$ cat config.mk
export PLATFORM = sky130hd
export DESIGN_NAME = wb_sdram_arb_flat
export DESIGN_NICKNAME = d
export VERILOG_FILES = /design/src/rtl/wb_sdram_arb_if.sv /design/src/rtl/wb_sdram_arb.sv /design/src/flat_wrapper.sv
export SDC_FILE = /design/constraint.sdc
export NUM_CORES = 1
export LEC_CHECK = 0
export CORE_AREA = 2 2 114 116
export DETAILED_ROUTE_END_ITERATION = 16
export DIE_AREA = 0 0 116 118
export DONT_BUFFER_PORTS = 1
export PLACE_DENSITY = 0.3
export RECOVER_POWER = 50
export REMOVE_ABC_BUFFERS = 1
export SKIP_CTS_REPAIR_TIMING = 1
export SLEW_MARGIN = 20
export SYNTH_ARGS = -nofsm -noshare
export SYNTH_HDL_FRONTEND = slang
export SYNTH_SLANG_ARGS = --single-unit
$ cat constraint.sdc
create_clock -name wb_clk_i -period 2.08 [get_ports wb_clk_i]
set_input_delay 0.416 -clock wb_clk_i [delete_from_list [all_inputs] [get_ports wb_clk_i]]
set_output_delay 0.416 -clock wb_clk_i [all_outputs]
set_load 0.05 [all_outputs]
$ cat src/rtl/wb_sdram_arb_if.sv
// wb_sdram_arb_if
//   Bundles the Wishbone signals around the two-master SDRAM arbiter:
//   master 0 and master 1 request ports (mN_*) and the single downstream
//   port to the SDRAM controller (s_*). Signal names keep their legacy
//   _i/_o suffixes as seen from the arbiter.
//   Modports:
//     slave  - arbiter side (takes mN_* requests, drives s_* to the controller)
//     master - environment side (drives mN_* requests, models the controller)
//   Parameters: AW address width, DW data width (byte selects are DW/8).
interface wb_sdram_arb_if #(
  parameter int unsigned AW = 26,
  parameter int unsigned DW = 32
);
  // master 0
  logic            m0_cyc_i;
  logic            m0_stb_i;
  logic            m0_we_i;
  logic [AW-1:0]   m0_adr_i;
  logic [DW-1:0]   m0_dat_i;
  logic [DW/8-1:0] m0_sel_i;
  logic            m0_ack_o;
  logic            m0_err_o;
  logic [DW-1:0]   m0_dat_o;
  // master 1
  logic            m1_cyc_i;
  logic            m1_stb_i;
  logic            m1_we_i;
  logic [AW-1:0]   m1_adr_i;
  logic [DW-1:0]   m1_dat_i;
  logic [DW/8-1:0] m1_sel_i;
  logic            m1_ack_o;
  logic            m1_err_o;
  logic [DW-1:0]   m1_dat_o;
  // SDRAM controller slave port
  logic            s_cyc_o;
  logic            s_stb_o;
  logic            s_we_o;
  logic [AW-1:0]   s_adr_o;
  logic [DW-1:0]   s_dat_o;
  logic [DW/8-1:0] s_sel_o;
  logic            s_ack_i;
  logic [DW-1:0]   s_dat_i;

  modport slave (
    input  m0_cyc_i, m0_stb_i, m0_we_i, m0_adr_i, m0_dat_i, m0_sel_i,
    output m0_ack_o, m0_err_o, m0_dat_o,
    input  m1_cyc_i, m1_stb_i, m1_we_i, m1_adr_i, m1_dat_i, m1_sel_i,
    output m1_ack_o, m1_err_o, m1_dat_o,
    output s_cyc_o, s_stb_o, s_we_o, s_adr_o, s_dat_o, s_sel_o,
    input  s_ack_i, s_dat_i
  );

  modport master (
    output m0_cyc_i, m0_stb_i, m0_we_i, m0_adr_i, m0_dat_i, m0_sel_i,
    input  m0_ack_o, m0_err_o, m0_dat_o,
    output m1_cyc_i, m1_stb_i, m1_we_i, m1_adr_i, m1_dat_i, m1_sel_i,
    input  m1_ack_o, m1_err_o, m1_dat_o,
    input  s_cyc_o, s_stb_o, s_we_o, s_adr_o, s_dat_o, s_sel_o,
    output s_ack_i, s_dat_i
  );
endinterface

$ cat src/rtl/wb_sdram_arb.sv
// wb_sdram_arb
//   Two-master Wishbone arbiter in front of one SDRAM controller port.
//   Round-robin on ties (master 0 wins the first tie after reset), the grant
//   is held for the whole cycle (cyc) so bursts/RMW are never split, and an
//   8-bit ack watchdog aborts a stalled cycle with a one-clock err pulse.
//   Ports:
//     wb_clk_i  - clock, all logic on the rising edge
//     wb_rst_i  - synchronous active-high reset
//     bus       - wb_sdram_arb_if.slave: mN_* master ports, s_* controller port
//   Parameters: AW, DW (must match the interface), TO_CYCLES watchdog limit
//   in stalled clocks (1..255).
module wb_sdram_arb #(
  parameter int unsigned AW        = 26,
  parameter int unsigned DW        = 32,
  parameter int unsigned TO_CYCLES = 255
) (
  input  logic               wb_clk_i,
  input  logic               wb_rst_i,
  wb_sdram_arb_if.slave      bus
);

  localparam logic [1:0] IDLE = 2'd0;
  localparam logic [1:0] GNT0 = 2'd1;
  localparam logic [1:0] GNT1 = 2'd2;

  // Expiry fires on the clock where the stall count would reach TO_CYCLES,
  // i.e. the TO_CYCLES-th consecutive stalled clock.
  localparam logic [7:0] TO_LIM = 8'(TO_CYCLES - 1);

  logic [1:0]      state_q, state_d;
  logic            last_q, last_d;
  logic [7:0]      wdt_q, wdt_d;

  logic            req0, req1;
  logic            gnt0, gnt1;
  logic            m_cyc, m_stb, expire;
  logic            s_cyc, s_stb, s_we;
  logic [AW-1:0]   s_adr;
  logic [DW-1:0]   s_dat;
  logic [DW/8-1:0] s_sel;

  always_comb begin
    req0 = bus.m0_cyc_i & bus.m0_stb_i;
    req1 = bus.m1_cyc_i & bus.m1_stb_i;
    // Gating with reset drops the downstream port while reset is asserted.
    gnt0 = (state_q == GNT0) & ~wb_rst_i;
    gnt1 = (state_q == GNT1) & ~wb_rst_i;

    m_cyc = 1'b0;
    m_stb = 1'b0;
    s_we  = 1'b0;
    s_adr = '0;
    s_dat = '0;
    s_sel = '0;
    if (gnt0) begin
      m_cyc = bus.m0_cyc_i;
      m_stb = bus.m0_stb_i;
      s_we  = bus.m0_we_i;
      s_adr = bus.m0_adr_i;
      s_dat = bus.m0_dat_i;
      s_sel = bus.m0_sel_i;
    end else if (gnt1) begin
      m_cyc = bus.m1_cyc_i;
      m_stb = bus.m1_stb_i;
      s_we  = bus.m1_we_i;
      s_adr = bus.m1_adr_i;
      s_dat = bus.m1_dat_i;
      s_sel = bus.m1_sel_i;
    end

    // A same-clock ack beats the watchdog, so expiry requires no ack.
    expire = m_stb & ~bus.s_ack_i & (wdt_q >= TO_LIM);
    s_cyc  = m_cyc & ~expire;
    s_stb  = m_stb & ~expire;
  end

  always_comb begin
    bus.s_cyc_o  = s_cyc;
    bus.s_stb_o  = s_stb;
    bus.s_we_o   = s_we;
    bus.s_adr_o  = s_adr;
    bus.s_dat_o  = s_dat;
    bus.s_sel_o  = s_sel;
    bus.m0_ack_o = gnt0 & bus.s_ack_i;
    bus.m1_ack_o = gnt1 & bus.s_ack_i;
    bus.m0_err_o = gnt0 & expire;
    bus.m1_err_o = gnt1 & expire;
    bus.m0_dat_o = bus.s_dat_i;
    bus.m1_dat_o = bus.s_dat_i;
  end

  always_comb begin
    state_d = state_q;
    last_d  = last_q;
    case (state_q)
      IDLE: begin
        if (req0 && (!req1 || last_q)) begin
          state_d = GNT0;
          last_d  = 1'b0;
        end else if (req1) begin
          state_d = GNT1;
          last_d  = 1'b1;
        end
      end
      GNT0: if (expire || !bus.m0_cyc_i) state_d = IDLE;
      GNT1: if (expire || !bus.m1_cyc_i) state_d = IDLE;
      default: state_d = IDLE;
    endcase

    // Stall counter: IDLE has s_stb low, so it is already clear on entry
    // to a grant; it saturates rather than wrapping.
    wdt_d = wdt_q;
    if (bus.s_ack_i || !s_stb) begin
      wdt_d = '0;
    end else if (wdt_q != 8'hFF) begin
      wdt_d = wdt_q + 8'd1;
    end
  end

  always_ff @(posedge wb_clk_i) begin
    if (wb_rst_i) begin
      state_q <= IDLE;
      last_q  <= 1'b1;
      wdt_q   <= '0;
    end else begin
      state_q <= state_d;
      last_q  <= last_d;
      wdt_q   <= wdt_d;
    end
  end

endmodule
$ cat src/flat_wrapper.sv
// flat-port wrapper written by rule: the top's interface ports become plain ports
module wb_sdram_arb_flat 
#(
  parameter int unsigned AW        = 26,
  parameter int unsigned DW        = 32,
  parameter int unsigned TO_CYCLES = 255
)
  (wb_clk_i, wb_rst_i, bus_m0_cyc_i, bus_m0_stb_i, bus_m0_we_i, bus_m0_adr_i, bus_m0_dat_i, bus_m0_sel_i, bus_m0_ack_o, bus_m0_err_o, bus_m0_dat_o, bus_m1_cyc_i, bus_m1_stb_i, bus_m1_we_i, bus_m1_adr_i, bus_m1_dat_i, bus_m1_sel_i, bus_m1_ack_o, bus_m1_err_o, bus_m1_dat_o, bus_s_cyc_o, bus_s_stb_o, bus_s_we_o, bus_s_adr_o, bus_s_dat_o, bus_s_sel_o, bus_s_ack_i, bus_s_dat_i);
  wb_sdram_arb_if #(.AW(AW), .DW(DW)) bus_i ();
  input  logic wb_clk_i;
  input  logic wb_rst_i;
  input wire logic [$bits(bus_i.m0_cyc_i)-1:0] bus_m0_cyc_i;
  input wire logic [$bits(bus_i.m0_stb_i)-1:0] bus_m0_stb_i;
  input wire logic [$bits(bus_i.m0_we_i)-1:0] bus_m0_we_i;
  input wire logic [$bits(bus_i.m0_adr_i)-1:0] bus_m0_adr_i;
  input wire logic [$bits(bus_i.m0_dat_i)-1:0] bus_m0_dat_i;
  input wire logic [$bits(bus_i.m0_sel_i)-1:0] bus_m0_sel_i;
  output wire logic [$bits(bus_i.m0_ack_o)-1:0] bus_m0_ack_o;
  output wire logic [$bits(bus_i.m0_err_o)-1:0] bus_m0_err_o;
  output wire logic [$bits(bus_i.m0_dat_o)-1:0] bus_m0_dat_o;
  input wire logic [$bits(bus_i.m1_cyc_i)-1:0] bus_m1_cyc_i;
  input wire logic [$bits(bus_i.m1_stb_i)-1:0] bus_m1_stb_i;
  input wire logic [$bits(bus_i.m1_we_i)-1:0] bus_m1_we_i;
  input wire logic [$bits(bus_i.m1_adr_i)-1:0] bus_m1_adr_i;
  input wire logic [$bits(bus_i.m1_dat_i)-1:0] bus_m1_dat_i;
  input wire logic [$bits(bus_i.m1_sel_i)-1:0] bus_m1_sel_i;
  output wire logic [$bits(bus_i.m1_ack_o)-1:0] bus_m1_ack_o;
  output wire logic [$bits(bus_i.m1_err_o)-1:0] bus_m1_err_o;
  output wire logic [$bits(bus_i.m1_dat_o)-1:0] bus_m1_dat_o;
  output wire logic [$bits(bus_i.s_cyc_o)-1:0] bus_s_cyc_o;
  output wire logic [$bits(bus_i.s_stb_o)-1:0] bus_s_stb_o;
  output wire logic [$bits(bus_i.s_we_o)-1:0] bus_s_we_o;
  output wire logic [$bits(bus_i.s_adr_o)-1:0] bus_s_adr_o;
  output wire logic [$bits(bus_i.s_dat_o)-1:0] bus_s_dat_o;
  output wire logic [$bits(bus_i.s_sel_o)-1:0] bus_s_sel_o;
  input wire logic [$bits(bus_i.s_ack_i)-1:0] bus_s_ack_i;
  input wire logic [$bits(bus_i.s_dat_i)-1:0] bus_s_dat_i;
  assign bus_i.m0_cyc_i = bus_m0_cyc_i;
  assign bus_i.m0_stb_i = bus_m0_stb_i;
  assign bus_i.m0_we_i = bus_m0_we_i;
  assign bus_i.m0_adr_i = bus_m0_adr_i;
  assign bus_i.m0_dat_i = bus_m0_dat_i;
  assign bus_i.m0_sel_i = bus_m0_sel_i;
  assign bus_m0_ack_o = bus_i.m0_ack_o;
  assign bus_m0_err_o = bus_i.m0_err_o;
  assign bus_m0_dat_o = bus_i.m0_dat_o;
  assign bus_i.m1_cyc_i = bus_m1_cyc_i;
  assign bus_i.m1_stb_i = bus_m1_stb_i;
  assign bus_i.m1_we_i = bus_m1_we_i;
  assign bus_i.m1_adr_i = bus_m1_adr_i;
  assign bus_i.m1_dat_i = bus_m1_dat_i;
  assign bus_i.m1_sel_i = bus_m1_sel_i;
  assign bus_m1_ack_o = bus_i.m1_ack_o;
  assign bus_m1_err_o = bus_i.m1_err_o;
  assign bus_m1_dat_o = bus_i.m1_dat_o;
  assign bus_s_cyc_o = bus_i.s_cyc_o;
  assign bus_s_stb_o = bus_i.s_stb_o;
  assign bus_s_we_o = bus_i.s_we_o;
  assign bus_s_adr_o = bus_i.s_adr_o;
  assign bus_s_dat_o = bus_i.s_dat_o;
  assign bus_s_sel_o = bus_i.s_sel_o;
  assign bus_i.s_ack_i = bus_s_ack_i;
  assign bus_i.s_dat_i = bus_s_dat_i;
  wb_sdram_arb #(.AW(AW), .DW(DW), .TO_CYCLES(TO_CYCLES)) u_core (.wb_clk_i(wb_clk_i), .wb_rst_i(wb_rst_i), .bus(bus_i));
endmodule
==> results.md <==
- Initial Util: 0.147
- Slew Limit Fails: 0
- Pin count of the biggest net entering global routing: 65
- CP Max Fanout: 32
- Post-route cell area: around 3200 um^2
- Die width: 116 um
- Worst skew pair latency: 0.23 ns
- Synth async-reset ratio: 0
- Post-synthesis register bit count: 11
- Final setup fails: 0
- Top_reg_cell synth: dfxtp_1
- Routability congestion estimate: 0.762
- Commonest cells after routing, fill and taps aside: buf_12 (65), a22o_1 (59), buf_4 (18), dfxtp_1 (7)
- CP arrival: 1.58 ns
- TritonCTS Buffers: 3
- EDFF count, synth: 0
- Core Rows: 41
- Initial antenna violation count: 0
- Outcome: finished, final reports clean
- Share of layout cells above drive strength 1: 0.470
- Synth-to-Final Area Change: 73.9%
- DP Area: 2900 um^2
- Clock root buffer: clkbuf_16
- Post-DP HPWL: 7590 um
- Reg-to-reg startpoint: u_core.state_q[0]
- Final Hold Viols: 0
- Die Y: between 100 and 150 um
- WP data required: between 1.5 and 2 ns
- Vias: 1944
- Global route total overflow: 0
- Most common cell after layout, fill and taps aside: buf_12
- Setup TNS: 0 ns
- ANT nets after route: 0
- Vias per cell: 4.79
- Hold endpoint: u_core.state_q[1]
- Hold Crit Class: in2reg
- GR Util met3: 0.0752
- H-tree depth: 1
- First-pass GRT wire length: 12400 um
- Average size of a mapped cell: between 8 and 9 um^2
- Least-Margin Pin Slew: 0.453 ns
- Post-layout min period: 1.99 ns
- Slew margin rel.: 0.698
- Max Fclk: 502 MHz
- Synthesis Warnings: 0
- Sink Count: 11
- Startpoint types: flop
- Vias in the first global route: around 1900
- Post-Route WL: 9820 um
- Most used routing layer in global routing: met2
- Inserted Diodes: 0
- Routed WL per cell: 24.2 um
- Worst reg-to-reg setup slack: 0.55 ns
- Period utilization: 0.958
- Clk buf depth: 2
- Register area share after synthesis: 0.121
- Distinct cells, synth: 37
- Nets: approximately 400
- WS Path Type: reg2out
- Clock transition at path regs: 0.04 ns
- Ports: 298
- CTS tree: yes
- Setup Skew: 0.00107 ns
- Crit end category: output port
- RSZ-0062 raised after global routing: yes
- Overall routing resource usage: 0.121
- Core area: 12400 um^2
- GR Util met2: 0.188
- Hold path depth: 1
- Post-synthesis cell area: 1820 um^2
- FF-to-FF End: u_core.wdt_q[4]
- PortBufs: 0
- Register-to-Register Path Depth: 6
- DRC Markers: 0
- Synthesized instance count: 223
- 1st-iter DRT viols: 91
- Max VDD drop: 0.350 mV
- Pre-Repair DR Iteration Count: 6
- Worst Hold Launch: wb_rst_i
- Die Footprint: 13700 um^2
- M1 GR Usage: 0.137
- Power Dens Cells: ~330 nW/um^2
- P_leak: 1.18 nW
- Max-cap viol count: 0
==> cell families after synthesis <==
kind of cell | share of synthesized area
and+or+nand+nor | 0.160
xor gates and xnor gates | 0.00481
DFF | 0.121
adders and majority gates | 0.0137
AOI/OAI and AO/OA | 0.391
buffers and inverters | 0.310
==> metal layers <==
metal  part of all wire  routed length, um  vias to the layer above
met5             0.0035                 34                        -
met2               0.46               4550                      193
met4             0.0064                 63                        2
met1               0.38               3710                      922
met3               0.15               1460                        8
li1                   -                  -                      819
==> cell usage after synthesis (4+ instances only) <==
cell type,instances,area share
a22o_1,63,0.30
a31oi_1,4,0.014
and3_1,6,0.021
buf_2,10,0.027
buf_4,64,0.26
clkbuf_1,5,0.010
dfxtp_1,11,0.12
nand2_1,4,0.0082
nand3_1,5,0.014
nand4_1,4,0.014
nor2_1,7,0.014
nor4_1,4,0.014
==> sequential cells by signal, indices dropped and copies added, names as in the netlist <==
register,count
u_core.last_q,1
u_core.state_q,2
u_core.wdt_q,8
==> stage by stage <==
| step | power, W | instances | util | worst slack, ns | hold WS [ns] |
|---|---|---|---|---|---|
| floorplan | 0.000469 | 143 | - | -1.83 | 0.486 |
| global placement | 0.000693 | 395 | 0.234 | 0.0273 | 0.509 |
| detailed placement | 0.000691 | 395 | 0.234 | -0.00933 | 0.508 |
| CTS | 0.00104 | 399 | 0.240 | -0.259 | 0.261 |
| global route | 0.00110 | 406 | 0.255 | -0.0192 | 0.247 |
| finish | 0.00105 | 406 | 0.255 | 0.0868 | 0.258 |
==> worst max path at each step <==
stage	cells past startpoint	slack, ns	to	from
5_1_grt	5	-0.02	bus_s_dat_o[20]	u_core.state_q[1]
2_1_floorplan	3	-1.83	bus_s_cyc_o	u_core.state_q[1]
3_3_place_gp	4	0.03	bus_s_dat_o[12]	u_core.state_q[0]
4_1_cts	4	-0.26	bus_s_dat_o[12]	u_core.state_q[0]
6_report	5	0.09	bus_s_adr_o[13]	u_core.state_q[1]
3_5_place_dp	4	-0.009	bus_s_dat_o[12]	u_core.state_q[0]
==> where the power goes <==
part,internal (W),switching (W)
sequential,0.000214,0.00000504
combinational,0.000224,0.000263
clock,0.000257,0.0000884
==> critical path, cell delays in order (launching register included) <==
cell and delay [ns]:
dfxtp_2 0.37, nor3b_4 0.18, buf_4 0.17, clkbuf_16 0.21
a22o_1 0.23, buf_12 0.15
==> final cells by class <==
type / instances / area (um^2)
fill: 1309 / 9250
sequential: 11 / 230
inverter: 3 / 11.3
clock buffer: 4 / 78.8
tap: 172 / 215
multi-input combinational: 129 / 1110
timing repair buffer: 87 / 1520
Power figures use the tool's default switching activity.
